--- src/rtl/s1_serial_tx.sv ---
// s1_serial_tx: bit-transposing serial transmitter for the S1/S2 link.
// It reads 18 bytes from RB1 and sends 8 packets. Packet k carries bit-plane 7-k
// of those bytes: a 3-bit address, then 18 data bits, MSB first, with sen low.
// Every output is a flop. The next-state values are decoded first, and the
// output flops load from them, so each output matches the state it belongs to.
module s1_serial_tx (
    input  logic       clk,
    input  logic       rst,
    input  logic [7:0] RB1_Q,
    output logic       RB1_RW,
    output logic [4:0] RB1_A,
    output logic       sen,
    output logic       sd,
    output logic       S1_done
);

    localparam logic [2:0] IDLE = 3'd0;
    localparam logic [2:0] ADDR = 3'd1;
    localparam logic [2:0] DATA = 3'd2;
    localparam logic [2:0] GAP  = 3'd3;
    localparam logic [2:0] DONE = 3'd4;

    logic [2:0] state_reg, state_next;
    logic [4:0] cnt_reg, cnt_next;
    logic [2:0] k_reg, k_next;
    logic       sen_next, sd_next, done_next;
    logic [4:0] addr_next;

    // The buffer is only ever read.
    assign RB1_RW = 1'b1;

    // State, bit counter and packet counter sequencing. IDLE uses the bit
    // counter to hold for exactly one full cycle after reset release.
    always_comb begin
        state_next = state_reg;
        cnt_next   = cnt_reg;
        k_next     = k_reg;
        case (state_reg)
            IDLE: begin
                if (cnt_reg == 5'd0) begin
                    cnt_next = 5'd1;
                end else begin
                    state_next = ADDR;
                    cnt_next   = 5'd0;
                    k_next     = 3'd0;
                end
            end
            ADDR: begin
                if (cnt_reg == 5'd2) begin
                    state_next = DATA;
                    cnt_next   = 5'd0;
                end else begin
                    cnt_next = cnt_reg + 5'd1;
                end
            end
            DATA: begin
                if (cnt_reg == 5'd17) begin
                    state_next = GAP;
                    cnt_next   = 5'd0;
                end else begin
                    cnt_next = cnt_reg + 5'd1;
                end
            end
            GAP: begin
                cnt_next = 5'd0;
                // The last gap goes to DONE. This stops k from wrapping back to 0.
                if (k_reg == 3'd7) begin
                    state_next = DONE;
                end else begin
                    state_next = ADDR;
                    k_next     = k_reg + 3'd1;
                end
            end
            DONE: begin
                state_next = DONE;
                cnt_next   = 5'd0;
            end
            default: begin
                state_next = IDLE;
                cnt_next   = 5'd0;
                k_next     = 3'd0;
            end
        endcase
    end

    // Output decode for the upcoming cycle. The RAM address runs two cycles
    // ahead of sd, and RB1_Q is taken only when the next cycle is a data bit.
    always_comb begin
        sen_next  = 1'b1;
        sd_next   = 1'b0;
        done_next = (state_next == DONE);
        addr_next = 5'd0;
        if (state_next == ADDR) begin
            sen_next = 1'b0;
            case (cnt_next[1:0])
                2'd0:    sd_next = k_next[2];
                2'd1:    sd_next = k_next[1];
                default: sd_next = k_next[0];
            endcase
            if (cnt_next == 5'd1) addr_next = 5'd0;
            if (cnt_next == 5'd2) addr_next = 5'd1;
        end else if (state_next == DATA) begin
            sen_next = 1'b0;
            sd_next  = RB1_Q[3'd7 - k_next];
            if (cnt_next <= 5'd15) addr_next = cnt_next + 5'd2;
        end
    end

    // Register the state and all link and RAM outputs.
    always_ff @(posedge clk or posedge rst) begin
        if (rst) begin
            state_reg <= IDLE;
            cnt_reg   <= 5'd0;
            k_reg     <= 3'd0;
            sen       <= 1'b1;
            sd        <= 1'b0;
            RB1_A     <= 5'd0;
            S1_done   <= 1'b0;
        end else begin
            state_reg <= state_next;
            cnt_reg   <= cnt_next;
            k_reg     <= k_next;
            sen       <= sen_next;
            sd        <= sd_next;
            RB1_A     <= addr_next;
            S1_done   <= done_next;
        end
    end

endmodule

--- config.mk ---
export PLATFORM = sky130hd
export DESIGN_NAME = s1_serial_tx
export DESIGN_NICKNAME = d
export VERILOG_FILES = /design/src/rtl/s1_serial_tx.sv
export SDC_FILE = /design/constraint.sdc
export NUM_CORES = 1
export LEC_CHECK = 0
export BUFFER_PORTS_ARGS = -buffer_cell sky130_fd_sc_hd__buf_2
export CORE_MARGIN = 3
export CORE_UTILIZATION = 30
export DETAILED_ROUTE_END_ITERATION = 7
export GPL_TIMING_DRIVEN = 0
export HOLD_SLACK_MARGIN = 0.12
export SLEW_MARGIN = 30
export SYNTH_ARGS = -nofsm -noshare
export SYNTH_HDL_FRONTEND = slang
export SYNTH_SLANG_ARGS = --single-unit
--- constraint.sdc ---
create_clock -name clk -period 6.4 [get_ports clk]
set_clock_uncertainty 0.2 [all_clocks]
set_input_delay 1.28 -clock clk [delete_from_list [all_inputs] [get_ports clk]]
set_output_delay 1.28 -clock clk [all_outputs]
set_load 0.05 [all_outputs]
==> impl_metrics.tcl, run 1 <==
set metrics [dict create \
    fin_area_sq_mm 0.001331 \
    synth_area_leaders "dfrtp_1, ha_1, mux2i_1" \
    synthFlopType "dfrtp_1" \
    grt_start_max_net_pins 20 \
    rows 21 \
    cts.sinks 19 \
    fmax_mhz 375.5 \
    grt_pass1_vias 870 \
    async_flop_share_pct 100.0 \
    post-route-period-util_pct 41.61 \
    synth_area_per_cell_sq_um 10.11 \
    worst_pin_slew_ps 729.3 \
    yosys_warnings 0 \
    cts_hold_buffers 0 \
    clk_latency_ps 250 \
    cts_resized 0 \
    synth_fp_nets 129 \
    portBuffers 17 \
    synth_cells 113 \
    synth-xor-area-share_pct 3.067 \
    power.density_mw_per_mm2 161.6 \
    maxSlewViolCount 0 \
    antenna_left 0 \
    syn2layout_area_growth_pct 16.54 \
    remaining_drc_errors 0 \
    yosys.area_share.simple_pct 21.25 \
    min_path_type "register to register" \
    cts_root_buffer "clkbuf_8" \
    synth-edff-count 0 \
    final_nets 151 \
    synth_commonest_cells "dfrtp_1, nor2_1, nand2_1, inv_1" \
    worstPathMaxFanout 8 \
    h-tree-depth 1 \
    finalPower_mw 0.2152 \
    synthAdderAreaFrac_pct 6.572 \
    drtIter0Drc 29 \
    status "finished, final reports clean" \
    placed_area_sq_mm 0.001285 \
    synth_compound_gate_area_share_pct 16.54 \
    post-route-min-period_ps 2663 \
    synth.most_common_cell "dfrtp_1" \
    wirelength_mm 2.220 \
    first_pass_iters 4 \
    grt_antenna_before_repair 0 \
    irDropWorstVdd_mv 0.1263 \
    die_w_microns 67.71 \
    initial_utilization_pct 32.69 \
    die_h_microns 67.71 \
    grt.overflow.total 0 \
    antenna_cells 0 \
    rsz0062_at_grt "no" \
    cp.required_ps 6340 \
    vias_per_cell 4.889 \
    yosys.area.top_type_share_pct 39.43 \
    synthMuxAreaShare_pct 6.572 \
    drive_above_1_share_pct 23.13 \
    yosysTopAreaCell "dfrtp_1" \
    place_congestion 0.7819 \
    ys_ff_latch 19 \
    dieArea_sq_mm 0.004584 \
    setup_viol 0 \
    grt_pass1_wl_mm 3.857 \
    cts_tree "built" \
    clk_pin_slew_ps 70 \
    num_vias 880 \
    cts_setup_buffers 0 \
    maxSlewHeadroom_pct 51.33 \
    netlist_area_sq_mm 0.001142 \
    pin_count 19 \
    clk_path_buf_depth 2 \
    path_class "register to register" \
    core_sq_mm 0.003495 \
    p_leak_nw 0.6670 \
    synth_top_family_by_area "simple AND/OR/NAND/NOR gates" \
    wl_per_cell_microns 12.33 \
    cts_made_buffers 3 \
    end_kind "register" \
    arrival_ps 2600 \
    finalHoldViolCount 0 \
    synth_cell_types 47 \
    dp_hpwl_mm 1.657 \
    grt_use_total_pct 10.92 \
    maxCapViolations 0 \
    yosysSeqAreaShare_pct 41.73 \
    crit_path_start_kind "register" \
    setup_tns_ps 0 \
]
[worst max-delay path, stage by stage (launching register included)]
cell	delay [ps]
dfrtp_1	430
inv_1	100
ha_1	210
or4b_1	470
a22oi_2	230
nor3b_2	130
a211oi_1	250
mux2i_1	100
and3_1	170
a311o_1	260
[per-stage QoR]
| stage | cells | setup slack, ps | utilization [%] | hold slack (ps) |
|---|---|---|---|---|
| 6_report | 180 | 3737 | 38.10 | 443.8 |
| 4_1_cts | 180 | 3733 | 38.10 | 448.0 |
| 5_1_grt | 180 | 3568 | 38.10 | 477.8 |
| 3_3_place_gp | 176 | 3759 | 36.77 | 429.0 |
| 2_1_floorplan | 113 | 3916 | - | 373.6 |
| 3_5_place_dp | 176 | 3762 | 36.77 | 435.0 |
[cells by family after synthesis]
family | count (synthesis)
AOI/OAI and AO/OA | 23
and+or+nand+nor | 42
xor gates and xnor gates | 4
DFF | 19
buffers and inverters | 11
other | 1
muxes | 7
adders and majority gates | 6
[metal layers]
| layer | track usage (%) | share of wire (%) | vias up |
|---|---|---|---|
| met5 | 0 | 0 | - |
| met4 | 3.797 | 0.72 | 0 |
| met3 | 1.498 | 3.3 | 2 |
| met2 | 18.23 | 49 | 16 |
| li1 | - | - | 444 |
| met1 | 14.34 | 47 | 418 |
[report_power, final]
group          total [mW]  internal (mW)  switching, mW  leakage, nW
logic              0.0101        0.00382        0.00626        0.396
clock network      0.0847         0.0433         0.0414       0.0255
registers           0.120          0.120      0.0000888        0.245
[layout by cell type (no fill, tap or decap), types with 3 or more instances in the layout]
master and n:
a21o_1 3, buf_2 17, clkbuf_1 3, clkbuf_8 3
dfrtp_1 18, ha_1 6, inv_1 7, mux2i_1 6
nand2_1 9, nand2b_1 3, nor2_1 10
[final timing paths]
check / start / to / slack, ps / cells after the start
max: cnt_reg[0]$_DFF_PP0_ / sd$_DFF_PP0_ / 3740 / 9
min: state_reg[0]$_DFF_PP0_ / state_reg[2]$_DFF_PP0_ / 440 / 2
max reg2reg: cnt_reg[0]$_DFF_PP0_ / sd$_DFF_PP0_ / 3740 / 9
min reg2reg: state_reg[0]$_DFF_PP0_ / state_reg[2]$_DFF_PP0_ / 440 / 2
max in group asynchronous: rst / k_reg[0]$_DFF_PP0_ / 4610 / 2
min in group asynchronous: rst / RB1_A[1]$_DFF_PP0_ / 930 / 2
[final cells by class]
| class | instances | area [sq um] |
|---|---|---|
| Buffer | 4 | 18.77 |
| Clock buffer | 3 | 41.29 |
| Clock inverter | 1 | 5.005 |
| Fill cell | 347 | 2163 |
| Inverter | 7 | 26.28 |
| Multi-Input combinational cell | 83 | 620.6 |
| Sequential cell | 19 | 476.7 |
| Tap cell | 46 | 57.56 |
| Timing Repair Buffer | 17 | 85.08 |
Power figures use the tool's default switching activity.
==> run 2, diff against run 1 <==
--- a/config.mk
+++ b/config.mk
@@ -5,6 +5,7 @@
 export SDC_FILE = /design/constraint.sdc
 export NUM_CORES = 1
 export LEC_CHECK = 0
+export ABC_AREA = 1
 export BUFFER_PORTS_ARGS = -buffer_cell sky130_fd_sc_hd__buf_2
 export CORE_MARGIN = 3
 export CORE_UTILIZATION = 30
==> constraint.sdc (replaced) <==
create_clock -name clk -period 2.6 [get_ports clk]
set_clock_uncertainty 0.2 [all_clocks]
set_input_delay 0.52 -clock clk [delete_from_list [all_inputs] [get_ports clk]]
set_output_delay 0.52 -clock clk [all_outputs]
set_load 0.05 [all_outputs]
==> run 2 against run 1 <==
Effect of this change: non-clock buffer count shrank 3; combinational power grew to 2.6 times the previous value; first-iteration DRC count decreased by 21%; clock-buffer cell count did not move; worst hold slack lost 270 ps; final cell count rose by 22%; global-route usage shrank 0.58 points; highest routed layer unchanged; routed wire length decreased by 0.81%; sequential share of layout area shrank 1.4 points; via count increased by 8.2%.
==> impl_metrics.tcl, run 2 <==
set metrics [dict create \
    status "finished, final reports clean" \
    synth_cell_types 25 \
    min_path_type "input pin to asynchronous set/reset pin" \
    cts_made_buffers 3 \
    dp_hpwl_mm 1.747 \
    cts_setup_buffers 0 \
    antenna_cells 0 \
    pin_count 19 \
    finalPower_mw 0.5285 \
    maxSlewViolCount 0 \
    layout_common_cells "inv_1, nand2_1, dfrtp_1, buf_2, nand3_1" \
    wl_per_cell_microns 10.01 \
    ys_ff_latch 19 \
    grt_pass1_wl_mm 4.167 \
    p_sw_mw 0.1167 \
    syn2layout_area_growth_pct 16.02 \
    initial_utilization_pct 31.92 \
    maxSlewHeadroom_pct 51.50 \
    finalHoldViolCount 0 \
    synth_area_leaders "dfrtp_1, inv_1, nand2_1" \
    post-route-util_pct 37.03 \
    path_class "register to register" \
    end_kind "register" \
    fillerInstances 421 \
    synth.most_common_cell "inv_1" \
    clk_pin_slew_ps 80 \
    synth_commonest_cells "inv_1, nand2_1, dfrtp_1, nand3_1, nor2_1" \
    synth_area_per_cell_sq_um 7.913 \
    fmax_mhz 459.2 \
    remaining_drc_errors 0 \
    maxCapViolations 0 \
    portBuffers 17 \
    setup_tns_ps 0 \
    pwr-share-seq_pct 56.1 \
    yosysTopAreaCell "dfrtp_1" \
    grt_use_total_pct 10.34 \
    yosys_warnings 0 \
    antenna_left 0 \
    netSwitchingFraction_pct 22.08 \
    clk_latency_ps 250 \
    internal_power_mw 0.4118 \
    power.density_mw_per_mm2 381.2 \
    crit_path_start_kind "register" \
    first_pass_iters 4 \
    placed_area_sq_mm 0.001340 \
    synth_fp_nets 167 \
    worst_pin_slew_ps 726.6 \
    post-route-period-util_pct 83.76 \
    rows 22 \
    irDropWorstVdd_mv 0.2487 \
    vias_per_cell 4.327 \
    worstPathMaxFanout 5 \
    final_nets 189 \
    fin_area_sq_mm 0.001386 \
    arrival_ps 2120 \
    post-route-min-period_ps 2178 \
    core_sq_mm 0.003744 \
    yosys.area.top_type_share_pct 37.70 \
    rsz0062_at_grt "no" \
    grt_pass1_vias 932 \
    cp.required_ps 2540 \
    p_clk_share_pct 38.9 \
    wirelength_mm 2.202 \
    cts_hold_buffers 0 \
    grt_start_max_net_pins 20 \
    cts_root_buffer "clkbuf_8" \
    async_flop_share_pct 100.0 \
    dieArea_sq_mm 0.004776 \
    h-tree-depth 1 \
    grt.overflow.total 0 \
    synth-edff-count 0 \
    setup_viol 0 \
    die_h_microns 69.11 \
    netlist_area_sq_mm 0.001195 \
    final_common_cell "inv_1" \
    cts_resized 0 \
    place_congestion 0.8633 \
    die_w_microns 69.11 \
    cts.sinks 19 \
    multi_input_area_sq_um 579.3 \
    synthFlopType "dfrtp_1" \
    clk_path_buf_depth 2 \
    drive_above_1_share_pct 25.58 \
    num_vias 952 \
    drtIter0Drc 23 \
    seqCellArea_sq_um 476.7 \
    power_frac_comb_pct 5.0 \
    finalHoldWorstSlack_ps 174.9 \
    cts_tree "built" \
    grt_antenna_before_repair 0 \
    synth_cells 151 \
    p_leak_nw 0.8260 \
    yosysSeqAreaShare_pct 39.90 \
]
-- run 2: changes by cell type after synthesis, sizes merged, moves of 5 or more --
cell,previous run,this run
mux2i,6,0
nand4,1,6
nand3,2,22
inv,7,33
nand2,9,30
-- run 2: path summary, 6_finish.rpt --
check	start	endpoint	slack [ps]	cells after the start
max reg2reg	cnt_reg[0]$_DFF_PP0_	RB1_A[1]$_DFF_PP0_	420	11
min reg2reg	k_reg[1]$_DFF_PP0_	k_reg[1]$_DFF_PP0_	410	2
max	cnt_reg[0]$_DFF_PP0_	RB1_A[1]$_DFF_PP0_	420	11
max in group asynchronous	rst	RB1_A[1]$_DFF_PP0_	1560	2
min	rst	k_reg[0]$_DFF_PP0_	170	2
min in group clk	k_reg[1]$_DFF_PP0_	k_reg[1]$_DFF_PP0_	410	2
-- run 2: cells by family after synthesis --
| group | after synthesis | share of synthesized area [%] |
|---|---|---|
| AND/OR/NAND/NOR | 76 | 32.67 |
| flip-flops | 19 | 39.90 |
| buffers and inverters | 36 | 11.62 |
| adder cells (fa/ha/maj) | 6 | 6.283 |
| other | 1 | 0.3138 |
| AO/OA/AOI/OAI | 9 | 6.283 |
| XOR/XNOR | 4 | 2.932 |
-- run 2: area by class of cell --
type                       count  area share (%)
inverter                      35           9.477
clock inverter                 1          0.3610
multi-input combinational     96           41.79
sequential                    19           34.39
tap                           48           4.332
timing repair buffer          17           6.137
clock buffer                   3           2.978
buffer                         1          0.5415
-- run 2: per-stage QoR --
step           instances  setup WS [ps]
2_1_floorplan        151          684.2
3_3_place_gp         216          430.4
3_5_place_dp         216          440.0
4_1_cts              220          400.8
5_1_grt              220          163.9
6_report             220          422.2
-- run 2: power groups by stage --
| stage | registers [mW] | logic, mW | clock network [mW] |
|---|---|---|---|
| floorplan | 0.305 | 0.0144 | 0 |
| CTS | 0.296 | 0.0270 | 0.214 |
| detailed placement | 0.302 | 0.0271 | 0 |
| global placement | 0.302 | 0.0268 | 0 |
| finish | 0.296 | 0.0263 | 0.206 |
| global route | 0.296 | 0.0303 | 0.221 |
-- run 2: metal layers --
metal	share of wire [%]	GRT usage, %	wire, microns
met4	1.0	3.254	23
met5	0	0	0
met1	51	14.81	1132
met3	4.5	1.749	100
met2	43	15.78	946
-- run 2: critical path, stage by stage, from the launching register on --
cell     delay [ps]
dfrtp_1         430
inv_1           130
ha_1            210
nand3_1         110
nand2_2         100
o21ai_4         110
nand2_1         140
inv_1           140
ha_1            200
nand4_1         140
nand3_2         110
nor2_1           40
==> run 3, diff against run 2 <==
==> constraint.sdc (replaced) <==
create_clock -name clk -period 2.1 [get_ports clk]
set_clock_uncertainty 0.2 [all_clocks]
set_input_delay 0.42 -clock clk [delete_from_list [all_inputs] [get_ports clk]]
set_output_delay 0.42 -clock clk [all_outputs]
set_load 0.05 [all_outputs]
==> run 3 against run 2 <==
Effect of this change: worst hold slack gained 200 ps; global-route usage grew 0.061 points; sequential share of layout area shrank 2.7 points; clock-buffer cell count is the same; worst setup slack lost 270 ps; fmax grew 12%.
==> impl_metrics.tcl, run 3 (same netlist as run 2, synthesis figures left out) <==
set metrics [dict create \
    multi_input_area_sq_um 626.9 \
    cts_root_buffer "clkbuf_8" \
    worstPathCellList "ha_2, nand2_2, nor2_4, o21ai_4, nand2_2, inv_2, ha_2, nand4_1, nand3_1, nand2_1" \
    remaining_drc_errors 0 \
    dp_cells 216 \
    netSwitchingFraction_pct 22.28 \
    post-route-min-period_ps 1950 \
    fillerInstances 403 \
    cpPeakStageDelay_ps 420 \
    clk_path_buf_depth 2 \
    cp_top_family "simple AND/OR/NAND/NOR gates" \
    path_class "register to register" \
    internal_power_mw 0.5112 \
    pwr-share-seq_pct 55.8 \
    final_common_cell "inv_1" \
    placed_area_sq_mm 0.001340 \
    status "finished, final reports clean" \
    grt_pass1_vias 951 \
    initial_utilization_pct 31.92 \
    cp.required_ps 2050 \
    maxSlewViolCount 0 \
    cts_tree "built" \
    worst_pin_slew_ps 725.9 \
    grt_start_max_net_pins 20 \
    p_sw_mw 0.1466 \
    clk_latency_ps 250 \
    rsz0062_at_grt "yes" \
    seqCellArea_sq_um 476.7 \
    worstPathBufferInverterCount 1 \
    min_path_type "input pin to register" \
    h-tree-depth 1 \
    portBuffers 17 \
    grt_antenna_before_repair 0 \
    syn2layout_area_growth_pct 25.86 \
    post-route-period-util_pct 92.84 \
    maxCapViolations 0 \
    p_leak_nw 0.8765 \
    arrival_ps 1900 \
    setup_ws_ps 150.4 \
    pin_count 19 \
    cp_slowest_cell "dfrtp_1" \
    grt_pass1_wl_mm 4.188 \
    antenna_left 0 \
    drive_above_1_share_pct 35.36 \
    p_clk_share_pct 39.0 \
    wl_per_cell_microns 10.28 \
    die_h_microns 69.11 \
    rows 22 \
    die_w_microns 69.11 \
    clk_pin_slew_ps 80 \
    core_sq_mm 0.003744 \
    num_vias 975 \
    antenna_cells 0 \
    place_congestion 0.8633 \
    dieArea_sq_mm 0.004776 \
    worstPathMaxFanout 5 \
    fmax_mhz 512.9 \
    end_kind "register" \
    finalHoldViolCount 0 \
    dp_slack_ps -60.00 \
    wirelength_mm 2.353 \
    cts.sinks 19 \
    grt_use_total_pct 10.40 \
    fin_cells 229 \
    grt.overflow.total 0 \
    cts_made_buffers 3 \
    fin_area_sq_mm 0.001504 \
    first_pass_iters 4 \
    drtIter0Drc 13 \
    maxSlewHeadroom_pct 51.56 \
    crit_path_start_kind "register" \
    power_frac_comb_pct 5.2 \
    power.density_mw_per_mm2 437.3 \
    dp_hpwl_mm 1.747 \
    vias_per_cell 4.258 \
    layout_common_cells "inv_1, nand2_1, dfrtp_1, buf_2, nand3_1" \
    final_nets 198 \
    setup_viol 0 \
    irDropWorstVdd_mv 0.3298 \
]
[run 3: final timing paths]
| kind | cells past startpoint | start | endpoint | slack, ps |
|---|---|---|---|---|
| max | 10 | cnt_reg[0]$_DFF_PP0_ | RB1_A[0]$_DFF_PP0_ | 150 |
| min | 7 | RB1_Q[2] | sd$_DFF_PP0_ | 380 |
| max reg2reg | 10 | cnt_reg[0]$_DFF_PP0_ | RB1_A[0]$_DFF_PP0_ | 150 |
| min reg2reg | 2 | k_reg[1]$_DFF_PP0_ | k_reg[1]$_DFF_PP0_ | 420 |
| max in group asynchronous | 3 | rst | cnt_reg[2]$_DFF_PP0_ | 610 |
| min in group asynchronous | 3 | rst | sd$_DFF_PP0_ | 630 |
[run 3: per-stage QoR]
step	power, mW	TNS [ps]	util [%]	hold slack, ps
final	0.6577	0	40.17	376.0
after global placement	0.4073	-258.6	35.80	380.2
after global routing	0.6800	-24.79	40.17	446.9
after floorplan	0.3955	0	-	170.4
after CTS	0.6669	0	37.50	377.3
after detailed placement	0.4076	-209.7	35.80	381.8
[run 3: worst register-to-register path, delay by kind of cell, from the launching register on]
kind            cells  cell delay [ps]
compound gates      1              200
fa+ha+maj           2              390
buf+inv             1               80
flops               1              420
simple gates        6              540
[run 3: area by class of cell]
| cell class | instances | share of cell area (%) |
|---|---|---|
| Multi-Input combinational cell | 96 | 41.68 |
| Sequential cell | 19 | 31.70 |
| Timing Repair Buffer | 26 | 10.32 |
| Inverter | 35 | 8.735 |
| Tap cell | 48 | 3.993 |
| Clock buffer | 3 | 2.745 |
| Buffer | 1 | 0.4992 |
| Clock inverter | 1 | 0.3328 |
[run 3: repair_timing]
action | CTS | global route
endpoints found under the hold margin | 18 | 0
resized for setup | 2 | 13
hold buffers | 1 | 0
endpoints found under the setup margin | 4 | 5
buffers inserted | 1 | 7
pin swaps | 0 | 6
[run 3: layer usage]
layer  vias to the layer above  GRT usage (%)  part of all wire, %
met3                         4          1.749                  3.1
met5                         -              0                    0
met2                        17          16.10                   44
met1                       421          14.63                   52
met4                         0          3.471                  1.2
li1                        533              -                    -
[run 3: power by group through the flow]
stage,combinational (mW),sequential [mW],clock (mW)
final,0.0341,0.367,0.257
after global routing,0.0391,0.367,0.274
after CTS,0.0349,0.367,0.265
after detailed placement,0.0335,0.374,0
after global placement,0.0332,0.374,0
after floorplan,0.0178,0.378,0
